**src/rtl/fir_tdm_ctrl_pkg.sv**
```systemverilog
// Shared types and helpers for the time-multiplexed FIR controller.
// Holds the FSM state type, coefficient reset values, width helpers and
// the output saturation function.
package fir_pkg;

    typedef enum logic [1:0] {
        IDLE = 2'd0,
        MAC  = 2'd1,
        OUT  = 2'd2
    } state_e;

    // Coefficient bank comes out of reset as 1, 2, 3, ... so an impulse
    // produces a recognisable ramp.
    function automatic int default_coef(input int i);
        return i + 1;
    endfunction

    // Accumulator wide enough to sum n full-scale products without overflow.
    function automatic int acc_width(input int dw, input int cw, input int n);
        return dw + cw + $clog2(n);
    endfunction

    // Index width that never collapses to zero bits.
    function automatic int idx_width(input int n);
        return (n > 1) ? $clog2(n) : 1;
    endfunction

    // Clip a signed value into the range of a dw-bit signed result.
    function automatic longint sat_val(input longint v, input int dw);
        longint hi;
        longint lo;
        hi = (longint'(1) <<< (dw - 1)) - 1;
        lo = -hi - 1;
        if (v > hi) return hi;
        if (v < lo) return lo;
        return v;
    endfunction

endpackage

```
**src/rtl/fir_tdm_ctrl_if.sv**
```systemverilog
// Sample, result and coefficient buses of the TDM FIR controller.
// slave = the filter, master = the sources/consumers driving it.
// FIR_SAT_EN adds the sat_flag result qualifier.
interface fir_tdm_ctrl_if #(
    parameter int N           = 4,
    parameter int N_CH        = 4,
    parameter int DATA_WIDTH  = 16,
    parameter int COEFF_WIDTH = 16
);
    import fir_pkg::*;

    localparam int CH_W = idx_width(N_CH);
    localparam int AW   = idx_width(N);

    logic [N_CH*DATA_WIDTH-1:0]   in_data;
    logic [N_CH-1:0]              in_valid;
    logic [N_CH-1:0]              in_ready;
    logic [DATA_WIDTH-1:0]        y_data;
    logic [CH_W-1:0]              y_ch;
    logic                         y_valid;
    logic                         y_ready;
    logic                         coef_we;
    logic [AW-1:0]                coef_addr;
    logic signed [COEFF_WIDTH-1:0] coef_data;
    logic                         coef_ready;
`ifdef FIR_SAT_EN
    logic                         sat_flag;

    modport slave (
        input  in_data, in_valid, y_ready, coef_we, coef_addr, coef_data,
        output in_ready, y_data, y_ch, y_valid, coef_ready, sat_flag
    );
    modport master (
        output in_data, in_valid, y_ready, coef_we, coef_addr, coef_data,
        input  in_ready, y_data, y_ch, y_valid, coef_ready, sat_flag
    );
`else
    modport slave (
        input  in_data, in_valid, y_ready, coef_we, coef_addr, coef_data,
        output in_ready, y_data, y_ch, y_valid, coef_ready
    );
    modport master (
        output in_data, in_valid, y_ready, coef_we, coef_addr, coef_data,
        input  in_ready, y_data, y_ch, y_valid, coef_ready
    );
`endif

endinterface

```
**src/rtl/fir_tdm_ctrl_rr_arbiter.sv**
```systemverilog
// Round-robin arbiter for shared datapaths: one-hot grant to the first
// requester at or after the pointer; pointer moves past the winner on accept.
module rr_arbiter #(
    parameter  int N_REQ = 4,
    localparam int IW    = (N_REQ > 1) ? $clog2(N_REQ) : 1
) (
    input  logic             clk,
    input  logic             rst,
    input  logic [N_REQ-1:0] req_i,
    input  logic             en_i,
    input  logic             accept_i,
    output logic [N_REQ-1:0] gnt_o,
    output logic [IW-1:0]    gnt_idx_o
);

    logic [IW-1:0] ptr_q, ptr_d;
    logic          found;

    // Scan requesters starting at the pointer, first hit wins.
    always_comb begin
        gnt_o     = '0;
        gnt_idx_o = '0;
        found     = 1'b0;
        for (int i = 0; i < N_REQ; i++) begin
            if (en_i && !found && req_i[(int'(ptr_q) + i) % N_REQ]) begin
                found                                   = 1'b1;
                gnt_o[(int'(ptr_q) + i) % N_REQ]        = 1'b1;
                gnt_idx_o = IW'((int'(ptr_q) + i) % N_REQ);
            end
        end
    end

    // Next pointer: one past the accepted requester, wrapping.
    always_comb begin
        ptr_d = ptr_q;
        if (accept_i) begin
            ptr_d = (int'(gnt_idx_o) == N_REQ - 1) ? '0 : gnt_idx_o + IW'(1);
        end
    end

    // Pointer register.
    always_ff @(posedge clk) begin
        if (rst) ptr_q <= '0;
        else     ptr_q <= ptr_d;
    end

endmodule

```
**src/rtl/fir_tdm_ctrl.sv**
```systemverilog
// Time-multiplexed FIR: N_CH channels share one MAC. A granted sample is
// shifted into its channel's delay line, then N taps are accumulated one per
// cycle and the result is held on y_* until accepted.
// Optional FIR_SAT_EN: saturate y_data and raise sat_flag on clipping.
module fir_tdm_ctrl
    import fir_pkg::*;
#(
    parameter int N           = 4,
    parameter int N_CH        = 4,
    parameter int DATA_WIDTH  = 16,
    parameter int COEFF_WIDTH = 16
) (
    input  logic            clk,
    input  logic            rst,
    fir_tdm_ctrl_if.slave   bus,
    output logic            busy
);

    localparam int CH_W   = idx_width(N_CH);
    localparam int AW     = idx_width(N);
    localparam int ACC_W  = acc_width(DATA_WIDTH, COEFF_WIDTH, N);
    localparam int PROD_W = DATA_WIDTH + COEFF_WIDTH;

    state_e                         state_q, state_d;
    logic [CH_W-1:0]                ch_q, ch_d;
    logic [AW-1:0]                  tap_q, tap_d;
    logic signed [ACC_W-1:0]        acc_q, acc_d;
    logic signed [DATA_WIDTH-1:0]   dl_q [N_CH][N];
    logic signed [COEFF_WIDTH-1:0]  h_q  [N];

    logic                           idle;
    logic                           coef_wr;
    logic                           arb_en;
    logic                           hs;
    logic [N_CH-1:0]                gnt;
    logic [CH_W-1:0]                gnt_idx;
    logic signed [DATA_WIDTH-1:0]   sample;
    logic signed [PROD_W-1:0]       prod;

    // Reset holds the handshake outputs low even though state is IDLE.
    assign idle    = (state_q == IDLE) && !rst;
    assign coef_wr = idle && bus.coef_we;
    assign arb_en  = idle && !bus.coef_we;   // coefficient writes win over grants

    rr_arbiter #(.N_REQ(N_CH)) u_arb (
        .clk       (clk),
        .rst       (rst),
        .req_i     (bus.in_valid),
        .en_i      (arb_en),
        .accept_i  (hs),
        .gnt_o     (gnt),
        .gnt_idx_o (gnt_idx)
    );

    // Grant is only ever given to a valid requester, so any grant is a handshake.
    assign hs             = |gnt;
    assign bus.in_ready   = gnt;
    assign bus.coef_ready = idle;
    assign sample         = bus.in_data[gnt_idx*DATA_WIDTH +: DATA_WIDTH];
    assign prod           = dl_q[ch_q][tap_q] * h_q[tap_q];

    // FSM and MAC sequencing.
    always_comb begin
        state_d = state_q;
        ch_d    = ch_q;
        tap_d   = tap_q;
        acc_d   = acc_q;
        case (state_q)
            IDLE: if (hs) begin
                state_d = MAC;
                ch_d    = gnt_idx;
                tap_d   = '0;
                acc_d   = '0;
            end
            MAC: begin
                acc_d = acc_q + ACC_W'(prod);
                if (int'(tap_q) == N - 1) state_d = OUT;
                else                      tap_d   = tap_q + AW'(1);
            end
            OUT: if (bus.y_ready) state_d = IDLE;
            default: state_d = IDLE;
        endcase
    end

    // Control registers.
    always_ff @(posedge clk) begin
        if (rst) begin
            state_q <= IDLE;
            ch_q    <= '0;
            tap_q   <= '0;
            acc_q   <= '0;
        end else begin
            state_q <= state_d;
            ch_q    <= ch_d;
            tap_q   <= tap_d;
            acc_q   <= acc_d;
        end
    end

    // Per-channel delay lines; only the granted channel shifts.
    always_ff @(posedge clk) begin
        if (rst) begin
            for (int c = 0; c < N_CH; c++)
                for (int k = 0; k < N; k++)
                    dl_q[c][k] <= '0;
        end else if (hs) begin
            for (int c = 0; c < N_CH; c++) begin
                if (gnt[c]) begin
                    dl_q[c][0] <= sample;
                    for (int k = N - 1; k > 0; k--)
                        dl_q[c][k] <= dl_q[c][k-1];
                end
            end
        end
    end

    // Coefficient bank; out-of-range addresses are acknowledged but dropped.
    always_ff @(posedge clk) begin
        if (rst) begin
            for (int i = 0; i < N; i++)
                h_q[i] <= COEFF_WIDTH'(default_coef(i));
        end else if (coef_wr && int'(bus.coef_addr) < N) begin
            h_q[bus.coef_addr] <= bus.coef_data;
        end
    end

    assign bus.y_valid = (state_q == OUT);
    assign bus.y_ch    = ch_q;
    assign busy        = (state_q != IDLE);

`ifdef FIR_SAT_EN
    longint acc_l;
    longint acc_sat;
    assign acc_l        = longint'(acc_q);
    assign acc_sat      = sat_val(acc_l, DATA_WIDTH);
    assign bus.y_data   = acc_sat[DATA_WIDTH-1:0];
    assign bus.sat_flag = bus.y_valid && (acc_sat != acc_l);
`else
    // Plain truncation: wraps silently on overflow.
    assign bus.y_data   = acc_q[DATA_WIDTH-1:0];
`endif

endmodule
```
**src/flat_wrapper.sv**
```systemverilog
// flat-port wrapper written by rule: the top's interface ports become plain ports
module fir_tdm_ctrl_flat import fir_pkg::*;
#(
    parameter int N           = 4,
    parameter int N_CH        = 4,
    parameter int DATA_WIDTH  = 16,
    parameter int COEFF_WIDTH = 16
)
  (clk, rst, busy, bus_in_data, bus_in_valid, bus_y_ready, bus_coef_we, bus_coef_addr, bus_coef_data, bus_in_ready, bus_y_data, bus_y_ch, bus_y_valid, bus_coef_ready);
  fir_tdm_ctrl_if #(.N(N), .N_CH(N_CH), .DATA_WIDTH(DATA_WIDTH), .COEFF_WIDTH(COEFF_WIDTH)) bus_i ();
  input  logic clk;
  input  logic rst;
  output logic busy;
  input wire logic [$bits(bus_i.in_data)-1:0] bus_in_data;
  input wire logic [$bits(bus_i.in_valid)-1:0] bus_in_valid;
  input wire logic [$bits(bus_i.y_ready)-1:0] bus_y_ready;
  input wire logic [$bits(bus_i.coef_we)-1:0] bus_coef_we;
  input wire logic [$bits(bus_i.coef_addr)-1:0] bus_coef_addr;
  input wire logic [$bits(bus_i.coef_data)-1:0] bus_coef_data;
  output wire logic [$bits(bus_i.in_ready)-1:0] bus_in_ready;
  output wire logic [$bits(bus_i.y_data)-1:0] bus_y_data;
  output wire logic [$bits(bus_i.y_ch)-1:0] bus_y_ch;
  output wire logic [$bits(bus_i.y_valid)-1:0] bus_y_valid;
  output wire logic [$bits(bus_i.coef_ready)-1:0] bus_coef_ready;
  assign bus_i.in_data = bus_in_data;
  assign bus_i.in_valid = bus_in_valid;
  assign bus_i.y_ready = bus_y_ready;
  assign bus_i.coef_we = bus_coef_we;
  assign bus_i.coef_addr = bus_coef_addr;
  assign bus_i.coef_data = bus_coef_data;
  assign bus_in_ready = bus_i.in_ready;
  assign bus_y_data = bus_i.y_data;
  assign bus_y_ch = bus_i.y_ch;
  assign bus_y_valid = bus_i.y_valid;
  assign bus_coef_ready = bus_i.coef_ready;
  fir_tdm_ctrl #(.N(N), .N_CH(N_CH), .DATA_WIDTH(DATA_WIDTH), .COEFF_WIDTH(COEFF_WIDTH)) u_core (.clk(clk), .rst(rst), .bus(bus_i), .busy(busy));
endmodule
```
**config.mk**
```make
export PLATFORM = sky130hd
export DESIGN_NAME = fir_tdm_ctrl_flat
export DESIGN_NICKNAME = d
export VERILOG_FILES = /design/src/rtl/fir_tdm_ctrl_pkg.sv /design/src/rtl/fir_tdm_ctrl_if.sv /design/src/rtl/fir_tdm_ctrl_rr_arbiter.sv /design/src/rtl/fir_tdm_ctrl.sv /design/src/flat_wrapper.sv
export SDC_FILE = /design/constraint.sdc
export NUM_CORES = 1
export LEC_CHECK = 0
export CORE_UTILIZATION = 40
export CTS_BUF_LIST = sky130_fd_sc_hd__clkbuf_2
export CTS_CLUSTER_DIAMETER = 50
export DETAILED_ROUTE_END_ITERATION = 7
export SYNTH_ARGS = -nofsm -noshare
export SYNTH_HDL_FRONTEND = slang
export SYNTH_SLANG_ARGS = --single-unit
```
**constraint.sdc**
```tcl
create_clock -name clk -period 20.2 [get_ports clk]
set_clock_uncertainty 0.05 [all_clocks]
set_input_delay 3.03 -clock clk [delete_from_list [all_inputs] [get_ports clk]]
set_output_delay 3.03 -clock clk [all_outputs]
set_load 0.02 [all_outputs]
```
### Word level (Yosys, flattened, before mapping)

Memories as Yosys holds them, arrays and structs flattened. A register that Yosys moved wholly into a read port is not among the register bits.
Cells that the tools add are included.

* bits in writable memories: 320
* word-level logic and storage cells: 173
* memories: 2
* output and inout port bits: 25
* bits of input ports: 90
* register bits: 42

Memory list
* u_core.dl_q: depth 4, bits a word 64, read ports 5, clocked after memory_dff 1, write ports 4, line fir_tdm_ctrl.sv:28 `logic signed [DATA_WIDTH-1:0] dl_q [N_CH][N];`
* u_core.h_q: depth 4, bits a word 16, read ports 1, clocked after memory_dff 1, write ports 4, line fir_tdm_ctrl.sv:29 `logic signed [COEFF_WIDTH-1:0] h_q [N];`

* multipliers: 1
* mux-type cells: 87
* equal/unequal tests: 8
* bitwise gates (word level): 23
* shift operators: 1
* order comparisons: 9
* reductions and logical operators: 31
* add/sub/neg operators: 6

Operators with widths (count)
* $mux 16: 19
* $pmux 34 s2: 1
* $shiftx 64x7->16: 1
* $mux 1: 36
* $add 34x32->34: 1
* $mux 34: 1
* $bmux 16 s2: 1
* $mul 16x16->32: 1
* $mux 2: 15
* $mux 4: 4
* $or 1x1->1: 16
* $reduce_or 16->1: 1
* $logic_and 1x1->1: 14
* $lt 3x4->1 const B: 3
* $or 4x4->4: 3
* $ge 3x1->1 const B: 3
* $bmux 1 s2: 4
* $demux 1 s2: 4
* $add 2x1->2 const B: 3
* $eq 2x1->1 const B: 3
* $pmux 2 s3: 1
* $reduce_and 3->1: 2
* $reduce_or 2->1: 3
* $logic_not 1->1: 5
* 14 further kinds: 21

### Longest topological paths before layout

* depth after elaboration: 22
* gate-level depth with buffers: 32
* gate-level depth less buffers: 27

### Cells and area by module

From an unflattened synthesis, not the netlist that was laid out.

* cell total of the unflattened synthesis: 1644
* area, all modules: 20784.9 µm²

By module, submodules not included
* fir_tdm_ctrl: area each 20163.1 µm², instances 1, sequential area each 10129.7 µm², cells each 1576
* rr_arbiter: area each 621.8 µm², instances 1, sequential area each 40.0 µm², cells each 68

### Worst setup path after synthesis

OpenSTA, ideal clock, no wires.

* path type: input port to output port
* start point: input bus_in_valid[2]
* end point: output bus_in_ready[2]
* required time: 17.120 ns
* stages on the path: 7
* slack: 12.239 ns
* data arrival time: 4.881 ns
* buffers on the path: 1
* cell sequence: mux4_2 inv_1 nand2b_1 nor3_1 a22oi_1 o21ai_1 clkbuf_1

* longest elaborated chain between the ends: 16
* elaborated cells on any way between the ends: 31
* those cells by class: mux (18); bitwise (3); reduce/logical (10)

RTL lines
* start, declared: line flat_wrapper.sv:15 `input wire logic [$bits(bus_i.in_valid)-1:0] bus_in_valid;`
* $bmux 1 s2: line fir_tdm_ctrl_rr_arbiter.sv:25 `if (en_i && !found && req_i[(int'(ptr_q) + i) % N_REQ]) begin`
* $mux 1 (implied by the code): line fir_tdm_ctrl_rr_arbiter.sv:25
* $logic_and 1x1->1: line fir_tdm_ctrl_rr_arbiter.sv:25
* $mux 1: line fir_tdm_ctrl_rr_arbiter.sv:25
* $logic_not 1->1: line fir_tdm_ctrl_rr_arbiter.sv:25
* $logic_and 1x1->1 (2 in a row): line fir_tdm_ctrl_rr_arbiter.sv:25
* $mux 1: line fir_tdm_ctrl_rr_arbiter.sv:25
* $logic_not 1->1: line fir_tdm_ctrl_rr_arbiter.sv:25
* $logic_and 1x1->1 (2 in a row): line fir_tdm_ctrl_rr_arbiter.sv:25
* $mux 1: line fir_tdm_ctrl_rr_arbiter.sv:25
* $logic_not 1->1: line fir_tdm_ctrl_rr_arbiter.sv:25
* $logic_and 1x1->1 (2 in a row): line fir_tdm_ctrl_rr_arbiter.sv:25
* $mux 4 (*): line fir_tdm_ctrl_rr_arbiter.sv:25
* end, declared: line flat_wrapper.sv:20 `output wire logic [$bits(bus_i.in_ready)-1:0] bus_in_ready;`

Every way passes the cells marked *; elsewhere a longest branch is shown, timed or not. The select of a mux whose other input is x is not followed.

### Final worst setup path

* start point: input bus_coef_we
* end point: output bus_in_ready[0]

* longest elaborated chain between the ends: 16
* elaborated cells on any way between the ends: 22
* those cells by class: mux (7); bitwise (3); reduce/logical (12)

RTL lines
* start, declared: line flat_wrapper.sv:17 `input wire logic [$bits(bus_i.coef_we)-1:0] bus_coef_we;`
* $logic_not 1->1 (*): line fir_tdm_ctrl.sv:43 `assign arb_en = idle && !bus.coef_we;`
* $logic_and 1x1->1 (*): line fir_tdm_ctrl.sv:43
* $logic_and 1x1->1: line fir_tdm_ctrl_rr_arbiter.sv:25
* $mux 1: line fir_tdm_ctrl_rr_arbiter.sv:25
* $logic_not 1->1: line fir_tdm_ctrl_rr_arbiter.sv:25
* $logic_and 1x1->1 (2 in a row): line fir_tdm_ctrl_rr_arbiter.sv:25
* $mux 1: line fir_tdm_ctrl_rr_arbiter.sv:25
* $logic_not 1->1: line fir_tdm_ctrl_rr_arbiter.sv:25
* $logic_and 1x1->1 (2 in a row): line fir_tdm_ctrl_rr_arbiter.sv:25
* $mux 1: line fir_tdm_ctrl_rr_arbiter.sv:25
* $logic_not 1->1: line fir_tdm_ctrl_rr_arbiter.sv:25
* $logic_and 1x1->1 (2 in a row): line fir_tdm_ctrl_rr_arbiter.sv:25
* $mux 4 (*): line fir_tdm_ctrl_rr_arbiter.sv:25

Every way passes the cells marked *; elsewhere a longest branch is shown, timed or not.

==> summary.md <==
| Metric | Value |
|---|---|
| Critical path data arrival time | `6.44 ns` |
| Fill cells | `4,711` |
| Area post-placement | `22,400 µm²` |
| IO Count | `115` |
| Final setup TNS | `0 ns` |
| Top FF cell, synth | `edfxtp_1` |
| Synth Cell Area | `20,600 µm²` |
| Final Setup Violations | `0` |
| Routed len/inst | `18.3 µm` |
| Largest net degree at the start of global routing | `91` |
| Startpoint Class | `input port` |
| Xor and xnor area share after synthesis | `0.0197` |
| Adder-cell area share of the yosys netlist | `0.136` |
| Ys Warns | `0` |
| Wire length of the first global-routing pass | `76.1 mm` |
| Post-CTS Setup Inserts | `0` |
| Post-CTS resize count | `0` |
| Post-synth ARST share | `0` |
| Pre-antenna DRT Iters | `5` |
| Largest delay share family, worst path | `buffers and inverters` |
| PortBufs | `114` |
| Hold-fix buffers, CTS | `0` |
| Max-Cap Viols | `0` |
| Post-synth EDFFs | `320` |
| Cell count after synthesis | `1,678` |
| Max rail drop VDD | `0.170 mV` |
| Power Density | `164 nW/µm²` |
| Post-Synth Simple-Gate Area | `0.153` |
| CTS buffer count | `91` |
| Post-DP HPWL | `30.5 mm` |
| Hold_sp | `u_core.dl_q[2][27]` |
| Worst path required time | `17.12 ns` |
| Clk sinks | `348` |
| Final Slew Violations | `0` |
| Final period utilization | `0.471` |
| Clk Latency, worst-skew pair | `1.06 ns` |
| Htree depth | `3` |
| Total gr overflow | `0` |
| Hold Path Stages | `1` |
| Final hold vios | `0` |
| Max Fclk | `0.105 GHz` |
| Final worst path period need | `9.52 ns` |
| DRC errors left | `0` |
| WS Path Type | `in -> out` |
| CP max-delay cell | `a221oi_4` |
| Core ar. | `50,500 µm²` |
| Commonest non-fill, non-tap cell in the layout | `edfxtp_1` |
| Clock Path Buffers | `3` |
| Area grow syn2layout | `12.6%` |
| Seq cells post-synth | `348` |
| Die height | `229 µm` |
| Final Cell Area | `23,200 µm²` |
| Final nets | `2,089` |
| Initial antenna violation count | `2` |
| Most frequent cells in the layout | `320 x edfxtp_1, 195 x inv_1, 172 x nor2_1, 144 x and2_1, 139 x clkbuf_2` |
| Power consumption | `3.81 mW` |
| Worst Path Max Fanout | `18` |
| Rel. slew slack | `0.203` |
| Initial DRC Count | `771` |
| CTS tree | `done` |
| Horiz. Die Dim | `229 µm` |
| Number of vias per cell | `5.03` |
| Yosys cell types | `63` |
| Routed WL | `47.0 mm` |
| RePlAce Congestion | `0.827` |
| Crit-path cells | `clkdlybuf4s50_1 -> or3_1 -> nor3_1 -> a221oi_4 -> inv_2 -> clkdlybuf4s50_1` |
| Slowest stage delay, CP | `0.92 ns` |
| Worst slew pin tran | `1.20 ns` |
| Lkg Pwr | `9.26 nW` |
| Syn nets | `1,937` |
| Crit path top cell by count | `clkdlybuf4s50_1` |
| Worst hold path type | `reg -> reg` |
| Clock root buffer | `clkbuf_2` |
| Largest family of logic cells by synthesized area | `simple AND/OR/NAND/NOR gates` |
| RSZ-0062 raised after global routing | `false` |
| Post-synthesis sequential area ratio | `0.493` |
| ANT nets after route | `0` |
| Starting density of the core | `0.408` |
| Critical Path End Type | `output port` |
| Die ar. | `52,500 µm²` |
| Worst hold margin | `0.449 ns` |
| R2R depth | `24` |
| Total track usage | `0.186` |
| Mux cell area share after synthesis | `0.100` |
| Mean Syn Cell Area | `12.3 µm²` |
| Synth Area in Compound Gates | `0.0406` |
| Status | `complete, no violations` |
| FF-to-FF setup slack | `12.30 ns` |
| Vias in the first global route | `14,000` |
| Standard-cell row count | `82` |
| Worst Path Buf+Inv | `3` |
| Layout cells sized above 1 | `0.156` |
| Reg clk slew, reported paths | `0.11 ns` |
| WHS Endpoint | `u_core.dl_q[2][11]` |
| Via count | `12,900` |
| FF-to-FF End | `u_core.acc_q[15]` |
synthesized netlist by cell type (all sizes together), types with 2 or more instances:
cell type,n,area (µm²)
nand2,120,455
nor2,175,664
o21bai,5,48.8
a21oi,18,90.1
a221oi,11,174
ha,76,951
and3,15,93.8
nor3,5,30.0
clkbuf,54,206
mux2i,21,210
a22o,7,61.3
nand3,16,80.1
buf,23,198
edfxtp,320,9610
xor2,3,33.8
o21ai,31,155
a21o,2,15.0
fa,93,1860
xnor2,39,349
o21a,4,30.0
nand2b,17,106
or2,14,87.6
and2,144,901
a221o,2,20.0
a22oi,26,195
nor4,2,33.8
mux2,13,146
inv,197,739
mux4,75,1720
nor2b,104,651
dfxtp,28,561
or3,6,37.5
where the power goes:
| part | internal [mW] | leakage, nW | switching [mW] |
|---|---|---|---|
| combinational | 1.06 | 5.09 | 1.31 |
| sequential | 0.893 | 3.53 | 0.0592 |
| clock | 0.195 | 0.632 | 0.290 |
| total | 2.15 | 9.26 | 1.66 |
sequential cells by signal, summed over array words and instances, names as in the netlist, named ones only:
name / cells
u_core.acc_q: 16
u_core.bus.y_ch: 2
u_core.dl_q: 256
u_core.h_q: 64
u_core.state_q: 2
u_core.tap_q: 2
u_core.u_arb.ptr_q: 2
metal layers:
| layer | part of all wire | GRT usage |
|---|---|---|
| met4 | 0.021 | 0.0665 |
| met5 | 0 | 0 |
| met2 | 0.48 | 0.308 |
| met1 | 0.46 | 0.246 |
| met3 | 0.046 | 0.0319 |
metrics by stage:
stage,util,std cells,setup slack (ns)
2_1_floorplan,-,1678,12.24
3_3_place_gp,0.444,2409,10.72
3_5_place_dp,0.444,2409,10.65
4_1_cts,0.460,2564,10.65
5_1_grt,0.460,2566,10.51
6_report,0.460,2566,10.68
layout make-up:
cell class                      count  area, µm²  share of cell area
Sequential cell                   348      10200               0.438
Antenna cell                        2       5.00            0.000216
Clock buffer                      139        696              0.0300
Inverter                          198        743              0.0320
Tap cell                          672        841              0.0362
Timing Repair Buffer              138       1320              0.0569
Clock inverter                     16        110             0.00474
Multi-Input combinational cell   1053       9330               0.402
worst reg2reg max path: stages (launching register included):
cell	delay, ns
dfxtp_4	0.46
buf_4	0.84
mux4_2	0.65
a22o_1	0.29
a221oi_1	0.87
nor2_1	0.18
fa_1	0.57
inv_1	0.05
fa_1	0.53
inv_1	0.05
ha_1	0.29
ha_1	0.28
inv_1	0.05
fa_1	0.50
fa_1	0.54
inv_1	0.04
ha_1	0.32
a21oi_1	0.25
o21bai_1	0.10
a21oi_1	0.24
o21a_1	0.21
o21ai_0	0.13
xnor2_1	0.15
a22oi_1	0.14
nor2_1	0.05
cell families after synthesis:
group / count (synthesis)
fa+ha+maj: 169
flops: 348
xor+xnor: 43
compound gates: 112
buf+inv: 277
mux: 109
simple gates: 620
worst max-delay path by stage:
stage                                from               to  slack, ns  cells after the start
after floorplan           bus_in_valid[2]  bus_in_ready[2]      12.24                      7
after global placement        bus_coef_we  bus_in_ready[0]      10.72                      6
after detailed placement      bus_coef_we  bus_in_ready[0]      10.65                      6
after CTS                     bus_coef_we  bus_in_ready[0]      10.65                      6
after global routing          bus_coef_we  bus_in_ready[0]      10.51                      6
final                         bus_coef_we  bus_in_ready[0]      10.68                      6
(Power assumes the default switching activity.)
